`config.mk`:
```
export PLATFORM = sky130hd
export DESIGN_NAME = divisor_sequencial_flat
export DESIGN_NICKNAME = d
export VERILOG_FILES = /design/src/rtl/divisor_sequencial_if.sv /design/src/rtl/divisor_sequencial.sv /design/src/flat_wrapper.sv
export SDC_FILE = /design/constraint.sdc
export NUM_CORES = 1
export LEC_CHECK = 0
export ABC_AREA = 1
export BUFFER_PORTS_ARGS = -buffer_cell sky130_fd_sc_hd__clkbuf_2
export CORE_MARGIN = 8
export CORE_UTILIZATION = 49
export DETAILED_ROUTE_END_ITERATION = 16
export PLACE_DENSITY_LB_ADDON = 0.1
export SYNTH_ARGS = -nofsm -noshare
export SYNTH_HDL_FRONTEND = slang
export SYNTH_SLANG_ARGS = --single-unit
```
`constraint.sdc`:
```
create_clock -name Clk -period 3.01 [get_ports Clk]
set_clock_uncertainty 0.05 [all_clocks]
set_input_delay 0.4515 -clock Clk [delete_from_list [all_inputs] [get_ports Clk]]
set_output_delay 0.4515 -clock Clk [all_outputs]
set_load 0.01 [all_outputs]
```
`src/rtl/divisor_sequencial_if.sv`:
```
// ---------------------------------------------------------------------------
// divisor_sequencial_if
//   Start/Done handshake and operand/result bundle of the sequential
//   restoring divider used by DIVU in the execute stage.
//
//   Signals
//     Start      master -> slave  request, sampled only while Busy=0
//     Dividendo  master -> slave  dividend, captured with an accepted Start
//     Divisor    master -> slave  divisor, captured with an accepted Start
//     Quociente  slave -> master  registered quotient, held until next result
//     Resto      slave -> master  registered remainder, held until next result
//     Busy       slave -> master  high while iterating
//     Done       slave -> master  one-cycle pulse when Quociente/Resto update
//     DivZero    slave -> master  result came from a zero divisor
//
//   Modports
//     master : requester side (execute stage / testbench)
//     slave  : divider side
// ---------------------------------------------------------------------------
interface divisor_sequencial_if #(
  parameter int WIDTH = 16
);

  logic             Start;
  logic [WIDTH-1:0] Dividendo;
  logic [WIDTH-1:0] Divisor;
  logic [WIDTH-1:0] Quociente;
  logic [WIDTH-1:0] Resto;
  logic             Busy;
  logic             Done;
  logic             DivZero;

  modport master (
    output Start,
    output Dividendo,
    output Divisor,
    input  Quociente,
    input  Resto,
    input  Busy,
    input  Done,
    input  DivZero
  );

  modport slave (
    input  Start,
    input  Dividendo,
    input  Divisor,
    output Quociente,
    output Resto,
    output Busy,
    output Done,
    output DivZero
  );

endinterface

```
`src/rtl/divisor_sequencial.sv`:
```
// ---------------------------------------------------------------------------
// divisor_sequencial
//   Unsigned sequential restoring divider producing one quotient bit per
//   clock. It mirrors the shift-add multiplier: the same (WIDTH+1)-bit
//   add/subtract width is used, with the extra bit acting as the borrow.
//
//   Parameters
//     WIDTH  operand, quotient and remainder width
//     CNT_W  iteration counter width, 2**CNT_W must exceed WIDTH
//
//   Ports
//     Clk    in   rising-edge clock
//     Reset  in   asynchronous active-high reset, discards any operation
//     bus    slave side of divisor_sequencial_if (Start, Dividendo, Divisor,
//            Quociente, Resto, Busy, Done, DivZero)
//
//   Timing
//     Start accepted at edge k with Divisor != 0 -> Done pulses after
//     edge k+WIDTH. With Divisor == 0 -> Done pulses after edge k with
//     Quociente = all ones, Resto = Dividendo, DivZero = 1.
// ---------------------------------------------------------------------------
module divisor_sequencial #(
  parameter int WIDTH = 16,
  parameter int CNT_W = 5
) (
  input  logic                   Clk,
  input  logic                   Reset,
  divisor_sequencial_if.slave    bus
);

  typedef enum logic [1:0] {
    IDLE = 2'd0,
    CALC = 2'd1,
    FIM  = 2'd2
  } state_t;

  // FSM
  state_t           state_r;
  state_t           stateNext_s;
  logic             loadOp_s;      // accepted Start with a non-zero divisor
  logic             loadZero_s;    // accepted Start with a zero divisor
  logic             finish_s;      // last iteration completes on this edge
  logic             lastIter_s;

  // Iteration datapath
  logic [WIDTH-1:0] divisor_r;
  logic [WIDTH-1:0] quo_r;
  logic [WIDTH-1:0] rem_r;
  logic [CNT_W-1:0] cnt_r;
  logic [WIDTH:0]   remShift_s;
  logic [WIDTH:0]   trial_s;
  logic [WIDTH-1:0] remNext_s;
  logic [WIDTH-1:0] quoNext_s;

  // Registered results / status
  logic [WIDTH-1:0] quociente_r;
  logic [WIDTH-1:0] resto_r;
  logic             busy_r;
  logic             done_r;
  logic             divZero_r;

  assign lastIter_s = (cnt_r == CNT_W'(WIDTH - 1));

  // One restoring step: shift in the next dividend bit, trial-subtract the
  // divisor at WIDTH+1 bits and keep the difference only when no borrow.
  // The partial remainder is always below the divisor, so it fits in WIDTH
  // bits; whenever the shifted value has its top bit set it is larger than
  // any divisor, the subtraction succeeds and no set bit is ever dropped.
  always_comb begin
    remShift_s = {rem_r, quo_r[WIDTH-1]};
    trial_s    = remShift_s - {1'b0, divisor_r};
    quoNext_s  = {quo_r[WIDTH-2:0], ~trial_s[WIDTH]};
    if (trial_s[WIDTH] == 1'b0) begin
      remNext_s = trial_s[WIDTH-1:0];
    end else begin
      remNext_s = remShift_s[WIDTH-1:0];
    end
  end

  // Next-state and control decode.
  // A divide-by-zero request that arrives while Done is still high is held
  // off for one edge so Done can never be high on two consecutive cycles;
  // Start is a level request, so a held Start is taken on the next edge.
  always_comb begin
    stateNext_s = state_r;
    loadOp_s    = 1'b0;
    loadZero_s  = 1'b0;
    finish_s    = 1'b0;
    case (state_r)
      IDLE, FIM: begin
        if (bus.Start) begin
          if (bus.Divisor != {WIDTH{1'b0}}) begin
            loadOp_s    = 1'b1;
            stateNext_s = CALC;
          end else if (!done_r) begin
            loadZero_s  = 1'b1;
            stateNext_s = FIM;
          end else begin
            stateNext_s = state_r;
          end
        end else begin
          stateNext_s = state_r;
        end
      end
      CALC: begin
        if (lastIter_s) begin
          finish_s    = 1'b1;
          stateNext_s = FIM;
        end else begin
          stateNext_s = CALC;
        end
      end
      default: begin
        stateNext_s = IDLE;
      end
    endcase
  end

  // State register.
  always_ff @(posedge Clk or posedge Reset) begin
    if (Reset) begin
      state_r <= IDLE;
    end else begin
      state_r <= stateNext_s;
    end
  end

  // Operand latch and iteration registers; inputs are only read on load.
  always_ff @(posedge Clk or posedge Reset) begin
    if (Reset) begin
      divisor_r <= {WIDTH{1'b0}};
      quo_r     <= {WIDTH{1'b0}};
      rem_r     <= {WIDTH{1'b0}};
      cnt_r     <= {CNT_W{1'b0}};
    end else if (loadOp_s) begin
      divisor_r <= bus.Divisor;
      quo_r     <= bus.Dividendo;
      rem_r     <= {WIDTH{1'b0}};
      cnt_r     <= {CNT_W{1'b0}};
    end else if (state_r == CALC) begin
      quo_r     <= quoNext_s;
      rem_r     <= remNext_s;
      cnt_r     <= cnt_r + CNT_W'(1);
    end else begin
      divisor_r <= divisor_r;
      quo_r     <= quo_r;
      rem_r     <= rem_r;
      cnt_r     <= cnt_r;
    end
  end

  // Result registers and status flags presented on the interface.
  always_ff @(posedge Clk or posedge Reset) begin
    if (Reset) begin
      quociente_r <= {WIDTH{1'b0}};
      resto_r     <= {WIDTH{1'b0}};
      busy_r      <= 1'b0;
      done_r      <= 1'b0;
      divZero_r   <= 1'b0;
    end else begin
      busy_r <= (stateNext_s == CALC);
      done_r <= finish_s | loadZero_s;
      if (finish_s) begin
        quociente_r <= quoNext_s;
        resto_r     <= remNext_s;
      end else if (loadZero_s) begin
        quociente_r <= {WIDTH{1'b1}};
        resto_r     <= bus.Dividendo;
      end else begin
        quociente_r <= quociente_r;
        resto_r     <= resto_r;
      end
      if (loadZero_s) begin
        divZero_r <= 1'b1;
      end else if (loadOp_s) begin
        divZero_r <= 1'b0;
      end else begin
        divZero_r <= divZero_r;
      end
    end
  end

  assign bus.Quociente = quociente_r;
  assign bus.Resto     = resto_r;
  assign bus.Busy      = busy_r;
  assign bus.Done      = done_r;
  assign bus.DivZero   = divZero_r;

endmodule

```
`src/flat_wrapper.sv`:
```
// flat-port wrapper written by rule: the top's interface ports become plain ports
module divisor_sequencial_flat 
#(
  parameter int WIDTH = 16,
  parameter int CNT_W = 5
)
  (Clk, Reset, bus_Start, bus_Dividendo, bus_Divisor, bus_Quociente, bus_Resto, bus_Busy, bus_Done, bus_DivZero);
  divisor_sequencial_if #(.WIDTH(WIDTH)) bus_i ();
  input  logic Clk;
  input  logic Reset;
  input wire logic [$bits(bus_i.Start)-1:0] bus_Start;
  input wire logic [$bits(bus_i.Dividendo)-1:0] bus_Dividendo;
  input wire logic [$bits(bus_i.Divisor)-1:0] bus_Divisor;
  output wire logic [$bits(bus_i.Quociente)-1:0] bus_Quociente;
  output wire logic [$bits(bus_i.Resto)-1:0] bus_Resto;
  output wire logic [$bits(bus_i.Busy)-1:0] bus_Busy;
  output wire logic [$bits(bus_i.Done)-1:0] bus_Done;
  output wire logic [$bits(bus_i.DivZero)-1:0] bus_DivZero;
  assign bus_i.Start = bus_Start;
  assign bus_i.Dividendo = bus_Dividendo;
  assign bus_i.Divisor = bus_Divisor;
  assign bus_Quociente = bus_i.Quociente;
  assign bus_Resto = bus_i.Resto;
  assign bus_Busy = bus_i.Busy;
  assign bus_Done = bus_i.Done;
  assign bus_DivZero = bus_i.DivZero;
  divisor_sequencial #(.WIDTH(WIDTH), .CNT_W(CNT_W)) u_core (.Clk(Clk), .Reset(Reset), .bus(bus_i));
endmodule
```
==> results of run 1 <==
==> cell usage in the layout, fill, tap and decap left out, types with 2 or more instances in the layout <==
| master | synthesis | routed |
|---|---|---|
| nor2_2 | 2 | 2 |
| nand3_2 | 7 | 7 |
| nand3_1 | 41 | 41 |
| nand2_4 | 12 | 12 |
| nand2_1 | 250 | 250 |
| a21oi_1 | 18 | 18 |
| ha_1 | 18 | 18 |
| nor2_1 | 27 | 27 |
| and2_1 | 2 | 2 |
| inv_2 | 4 | 4 |
| or2_2 | 2 | 2 |
| o21ai_0 | 28 | 28 |
| buf_4 | 2 | 8 |
| o21a_1 | 8 | 8 |
| o22ai_1 | 2 | 2 |
| clkbuf_8 | 0 | 9 |
| dfrtp_1 | 90 | 90 |
| clkinv_2 | 0 | 2 |
| inv_6 | 0 | 2 |
| buf_12 | 1 | 2 |
| o22a_1 | 4 | 4 |
| inv_1 | 103 | 102 |
| nand3b_1 | 2 | 2 |
| nand2_2 | 6 | 6 |
| o221ai_1 | 15 | 15 |
| nand4_1 | 6 | 6 |
| xor2_1 | 6 | 6 |
| clkbuf_2 | 0 | 69 |
==> state kept, by name, summed over array words and instances, names as in the netlist <==
signal,count
u_core.state_r,2
u_core.cnt_r,5
u_core.bus.Busy,1
u_core.bus.Quociente,16
u_core.divisor_r,16
u_core.rem_r,16
u_core.quo_r,16
u_core.bus.Resto,16
u_core.bus.Done,1
u_core.bus.DivZero,1
==> logic make-up (layout without fill, tap and decap cells) <==
kind of cell	Yosys count	in the layout	share of synthesized area
buf+inv	128	203	0.0990
simple gates	362	362	0.314
xor+xnor	7	7	0.0117
fa+ha+maj	19	19	0.0469
compound gates	79	79	0.0976
flops	90	90	0.430
==> power by group through the flow <==
stage / Clock, mW / Sequential, mW / Combinational (mW)
CTS: 0.875 / 2.14 / 4.84
global placement: 0 / 2.15 / 4.75
detailed placement: 0 / 2.16 / 4.83
global route: 0.929 / 2.20 / 5.46
floorplan: 0 / 2.15 / 3.70
finish: 0.855 / 2.14 / 4.82
==> worst max path at each step <==
stage	slack, ns	from	cells after the start	to
floorplan	0.17	Reset	1	u_core.bus.Busy
global placement	0.70	u_core.quo_r[15]	16	u_core.bus.Resto[3]
detailed placement	0.59	u_core.quo_r[15]	16	u_core.rem_r[15]
CTS	0.58	u_core.quo_r[15]	16	u_core.bus.Resto[3]
global route	0.37	u_core.quo_r[15]	16	u_core.rem_r[15]
finish	0.55	u_core.quo_r[15]	15	u_core.rem_r[15]
==> synthesized netlist by cell type <==
cell type,count
a21oi_1,18
a21oi_2,1
a21oi_4,1
a22o_1,1
and2_1,2
buf_1,2
buf_12,1
buf_2,11
buf_4,2
clkbuf_1,4
clkinv_1,1
dfrtp_1,90
fa_1,1
ha_1,18
inv_1,103
inv_2,4
nand2_1,250
nand2_2,6
nand2_4,12
nand2_8,1
nand3_1,41
nand3_2,7
nand3_4,1
nand3b_1,2
nand4_1,6
nor2_1,27
nor2_2,2
nor3_1,1
nor3_4,1
o211ai_1,1
o21a_1,8
o21ai_0,28
o221ai_1,15
o22a_1,4
o22ai_1,2
or2_2,2
or2_4,1
xnor2_1,1
xor2_1,6
==> layout make-up <==
class | count | share of cell area
Clock buffer | 10 | 0.0215
Clock inverter | 6 | 0.0120
Inverter | 108 | 0.0685
Multi-Input combinational cell | 467 | 0.415
Sequential cell | 90 | 0.379
Tap cell | 136 | 0.0287
Timing Repair Buffer | 79 | 0.0750
==> per-layer routing <==
layer / vias up / wire length [um] / global-route usage
met1: 2101 / 6160 / 0.251
li1: 2289 / - / -
met5: - / 0 / 0
met3: 22 / 517 / 0.0302
met4: 0 / 275 / 0.0757
met2: 121 / 6120 / 0.305
==> per-stage QoR <==
stage	hold slack [ns]	std cells
after floorplan	0.403	685
after global placement	0.407	880
after detailed placement	0.412	880
after CTS	0.0768	896
after global routing	0.0965	896
final	0.0566	896
==> impl_metrics.toml, run 1 <==
[status]
status = "finished clean"

[synth]
ys_warn_count = 0
netlist_instances = 685
ys_ff_latch = 90
synth_cell_types = 39
synth_nets = 739
syn_area_per_cell_um2 = 7.64
yosysTopAreaCell = "dfrtp_1"
seq_area_frac_synth = 0.430
yosys-top-cells-area = "dfrtp_1, nand2_1, inv_1"
netlist_area_um2 = 5230
synth_top_area_frac = 0.430

[critical_path]
rr_startpoint = "u_core.quo_r[15]"
path_cells = "inv_1 -> ha_1 -> inv_1 -> fa_1 -> nand2_1 -> nand2_1 -> nand3_2 -> nand2_4 -> nand2_4 -> nand3_4 -> nand2_8 -> nand2_1 -> nand2_1 -> nand2_1 -> o21ai_0"
path_class = "reg -> reg"
crit_path_start_kind = "flop"
reg2reg_depth = 15
crit_path_end_kind = "flop"
max_stage_delay_ns = 0.41
arrival_ns = 2.69
critPathBufInv = 2
crit_fanout = 16
cp.required_ns = 3.24
ff2ff_setup_slack_ns = 0.55
path_delay_family = "simple AND/OR/NAND/NOR gates"
worst_path_max_delay_cell = "dfrtp_1"
reg2reg_to = "u_core.rem_r[15]"
cp_common_cell = "nand2_1"

[clocking]
clk_latency_ns = 0.36
postCtsSetupRepairBufs = 0
root_buffer = "clkbuf_8"
ctsLongestPathBuffers = 2
clk_pin_slew_ns = 0.10
cts_resized = 0
clock-sinks = 90
cts_htree_levels = 3
cts_made_buffers = 9
cts.hold.buffers_added = 0
cts_tree = "done"

[power]
vdd_drop_max_mv = 0.512
power_mw = 7.82
p_sw_frac = 0.507
power.density_nw_per_um2 = 1320
intPower_mw = 3.86
clkPwrFrac = 0.109
leakage_nw = 3.34
power_frac_comb = 0.617
p_switching_mw = 3.96
p_seq_frac = 0.274

[die]
die_h_um = 119
num_rows = 37
start_util = 0.505
die_w_um = 119
dieArea_um2 = 14200
core-area_um2 = 10400
num_io_pins = 70

[placed_design]
gp_congestion = 0.894
io_buffers = 69
dp_slack_ns = 0.591
placed_area_um2 = 5740
dpl.hpwl_um = 10100

[route]
avgRoutedWirePerCell_um = 14.6
vias_per_cell = 5.06
drc = 0
wirelength_um = 13100
dr_total_vias = 4533
ant_nets = 0
drt-pass1-iter-count = 5
dr.first_iter.drc_count = 339

[timing]
period_needed_ns = 2.46
drv_slew = 0
rsz0062_at_grt = "no"
max_freq_ghz = 0.407
fin_setup_tns_ns = 0
fin_crit_sh = 0.816
slew_headroom = 0.504
setup_viol = 0
setup_ws_ns = 0.553
worst_pin_slew_ns = 0.743
finalHoldViolCount = 0

[final_layout]
n_fill_cell = 1013
utilization = 0.572
multiInputGateArea_um2 = 2460
drive_gt1_frac = 0.176
diodes = 0
nets = 809
seqCellArea_um2 = 2250
finalInstanceArea_um2 = 5940
syn_to_final_growth_pct = 13.4

[global_route]
grt_usage = 0.190
grt_overflow = 0
grt_first_pass_wirelength_um = 22100
antenna_found_initial = 0
grt_max_degree = 57
grt_pass1_vias = 4506

[job]
cap_viol_max_count = 0

[min_path]
worstHoldPathType = "in -> async"
No activity file was read; power rests on OpenSTA's default activity.
==> run 2: changes to the inputs <==
Clock period 3.01 ns to 2.3 ns, I/O delays scaled along.
==> run 2 against run 1 <==
  * Final area grew 5.4%
  * Sequential share of layout area shrank 2.0 points
  * Sequential cell count is the same
  * Die area is the same
  * Clock-buffer cell count grew 2
  * Largest power group unchanged
  * Critical endpoint is now u_core.rem_r[8]
==> impl_metrics.toml, run 2 (synthesized netlist as in run 1, its figures left out) <==
[status]
status = "finished clean"

[die]
num_io_pins = 70
core-area_um2 = 10400
die_w_um = 119
dieArea_um2 = 14200
num_rows = 37
die_h_um = 119
start_util = 0.505

[timing]
max_freq_ghz = 0.450
fin_setup_tns_ns = 0
rsz0062_at_grt = "yes"
drv_slew = 0
fin_crit_sh = 0.967
finalHoldViolCount = 0
hold_slack_ns = 0.0146
setup_viol = 0
period_needed_ns = 2.22
worst_pin_slew_ns = 0.694
slew_headroom = 0.536

[placed_design]
dpl.hpwl_um = 10500
io_buffers = 69
placed_area_um2 = 5820
gp_congestion = 0.915

[global_route]
antenna_found_initial = 0
grt_usage = 0.200
grt_overflow = 0
grt_first_pass_wirelength_um = 23000
grt_max_degree = 34
grt_pass1_vias = 4556

[critical_path]
path_class = "reg -> reg"
rr_startpoint = "u_core.quo_r[15]"
arrival_ns = 2.47
reg2reg_to = "u_core.rem_r[8]"
ff2ff_setup_slack_ns = 0.08
crit_path_start_kind = "flop"
crit_path_end_kind = "flop"
reg2reg_depth = 16
cp.required_ns = 2.54
crit_end = "u_core.rem_r[8]"
crit_fanout = 8
setup.worst_path.start = "u_core.quo_r[15]"

[power]
intPower_mw = 5.60
power_mw = 11.2
power.density_nw_per_um2 = 1780
vdd_drop_max_mv = 0.838
leakage_nw = 3.45
power_frac_comb = 0.647
p_sw_frac = 0.498
p_switching_mw = 5.56
clkPwrFrac = 0.098
p_seq_frac = 0.254

[route]
vias_per_cell = 5.06
dr_total_vias = 4616
dr.first_iter.drc_count = 356
ant_nets = 0
drc = 0
drt-pass1-iter-count = 5
wirelength_um = 14000
avgRoutedWirePerCell_um = 15.3

[clocking]
clk_latency_ns = 0.36
cts_tree = "done"
root_buffer = "clkbuf_8"
cts_htree_levels = 3
clk_pin_slew_ns = 0.09
cts_made_buffers = 9
ctsLongestPathBuffers = 2
clock-sinks = 90

[final_layout]
mostFrequentLayoutCells = "nand2_1, inv_1, dfrtp_1"
multiInputGateArea_um2 = 2620
drive_gt1_frac = 0.223
n_fill_cell = 977
seqCellArea_um2 = 2250
final_common_cell = "nand2_1"
syn_to_final_growth_pct = 19.6
finalInstanceArea_um2 = 6260
nets = 825
diodes = 0

[min_path]
worstHoldPathType = "in -> async"

[job]
cap_viol_max_count = 0
run 2: cell types whose count changed in the layout (fill, tap and decap cells not counted), moves of 5 or more:
| cell | change |
|---|---|
| buf_4 | +9 |
| ha_1 | -6 |
| ha_4 | +5 |
| nand2_1 | -7 |
| nand2_2 | +6 |
| nand3_1 | -7 |
| nand3_2 | +7 |
run 2: worst min path at each step:
stage                              endpoint  slack [ns]
finish                      u_core.cnt_r[2]        0.01
global placement            u_core.cnt_r[2]        0.41
floorplan              u_core.divisor_r[10]        0.40
detailed placement          u_core.cnt_r[0]        0.42
global route        u_core.bus.Quociente[9]        0.06
CTS                         u_core.cnt_r[0]        0.02
run 2: through the flow:
| stage | util | instances | setup WS (ns) |
|---|---|---|---|
| after global routing | 0.604 | 912 | -0.0253 |
| after floorplan | - | 685 | 0.160 |
| after CTS | 0.587 | 908 | 0.00112 |
| after detailed placement | 0.562 | 888 | -0.00393 |
| final | 0.604 | 912 | 0.0762 |
| after global placement | 0.562 | 888 | 0.0864 |
run 2: what timing repair did:
action | CTS | global route
pin swaps | 1 | 7
endpoints found under the setup margin | 2 | 30
hold buffers | 0 | 0
resized for setup | 2 | 31
setup buffers | 2 | 4
cloned | 2 | 0
run 2: layer usage:
| metal | vias to the layer above | global-route usage | share of wire |
|---|---|---|---|
| li1 | 2322 | - | - |
| met1 | 2158 | 0.268 | 0.46 |
| met2 | 125 | 0.325 | 0.48 |
| met3 | 11 | 0.0378 | 0.046 |
| met4 | 0 | 0.0500 | 0.011 |
| met5 | - | 0 | 0 |
run 2: power by group through the flow:
stage	sequential, mW	clock, mW	combinational, mW
6_report	2.84	1.10	7.23
4_1_cts	2.80	1.12	6.71
5_1_grt	2.91	1.19	8.06
2_1_floorplan	2.81	0	4.84
3_3_place_gp	2.81	0	6.32
3_5_place_dp	2.83	0	6.46
run 2: area by class of cell:
cell class | count | area share
clock inverter | 4 | 0.00820
clock buffer | 12 | 0.0232
sequential | 90 | 0.360
tap | 136 | 0.0272
multi-input combinational | 468 | 0.418
timing repair buffer | 94 | 0.0982
inverter | 108 | 0.0654
run 2: critical path, cell delays in order, from the launching register on:
cell and delay [ns]:
dfrtp_1 0.41, inv_2 0.08, ha_4 0.12, inv_2 0.04
fa_2 0.37, nand2_2 0.07, nand2_2 0.07, nand3_2 0.08
nand2_4 0.07, nand2_4 0.09, nand3_4 0.14, buf_6 0.17
nand2_8 0.11, nand2_4 0.07, nand2_2 0.07, nand2_1 0.07
nand2_1 0.07
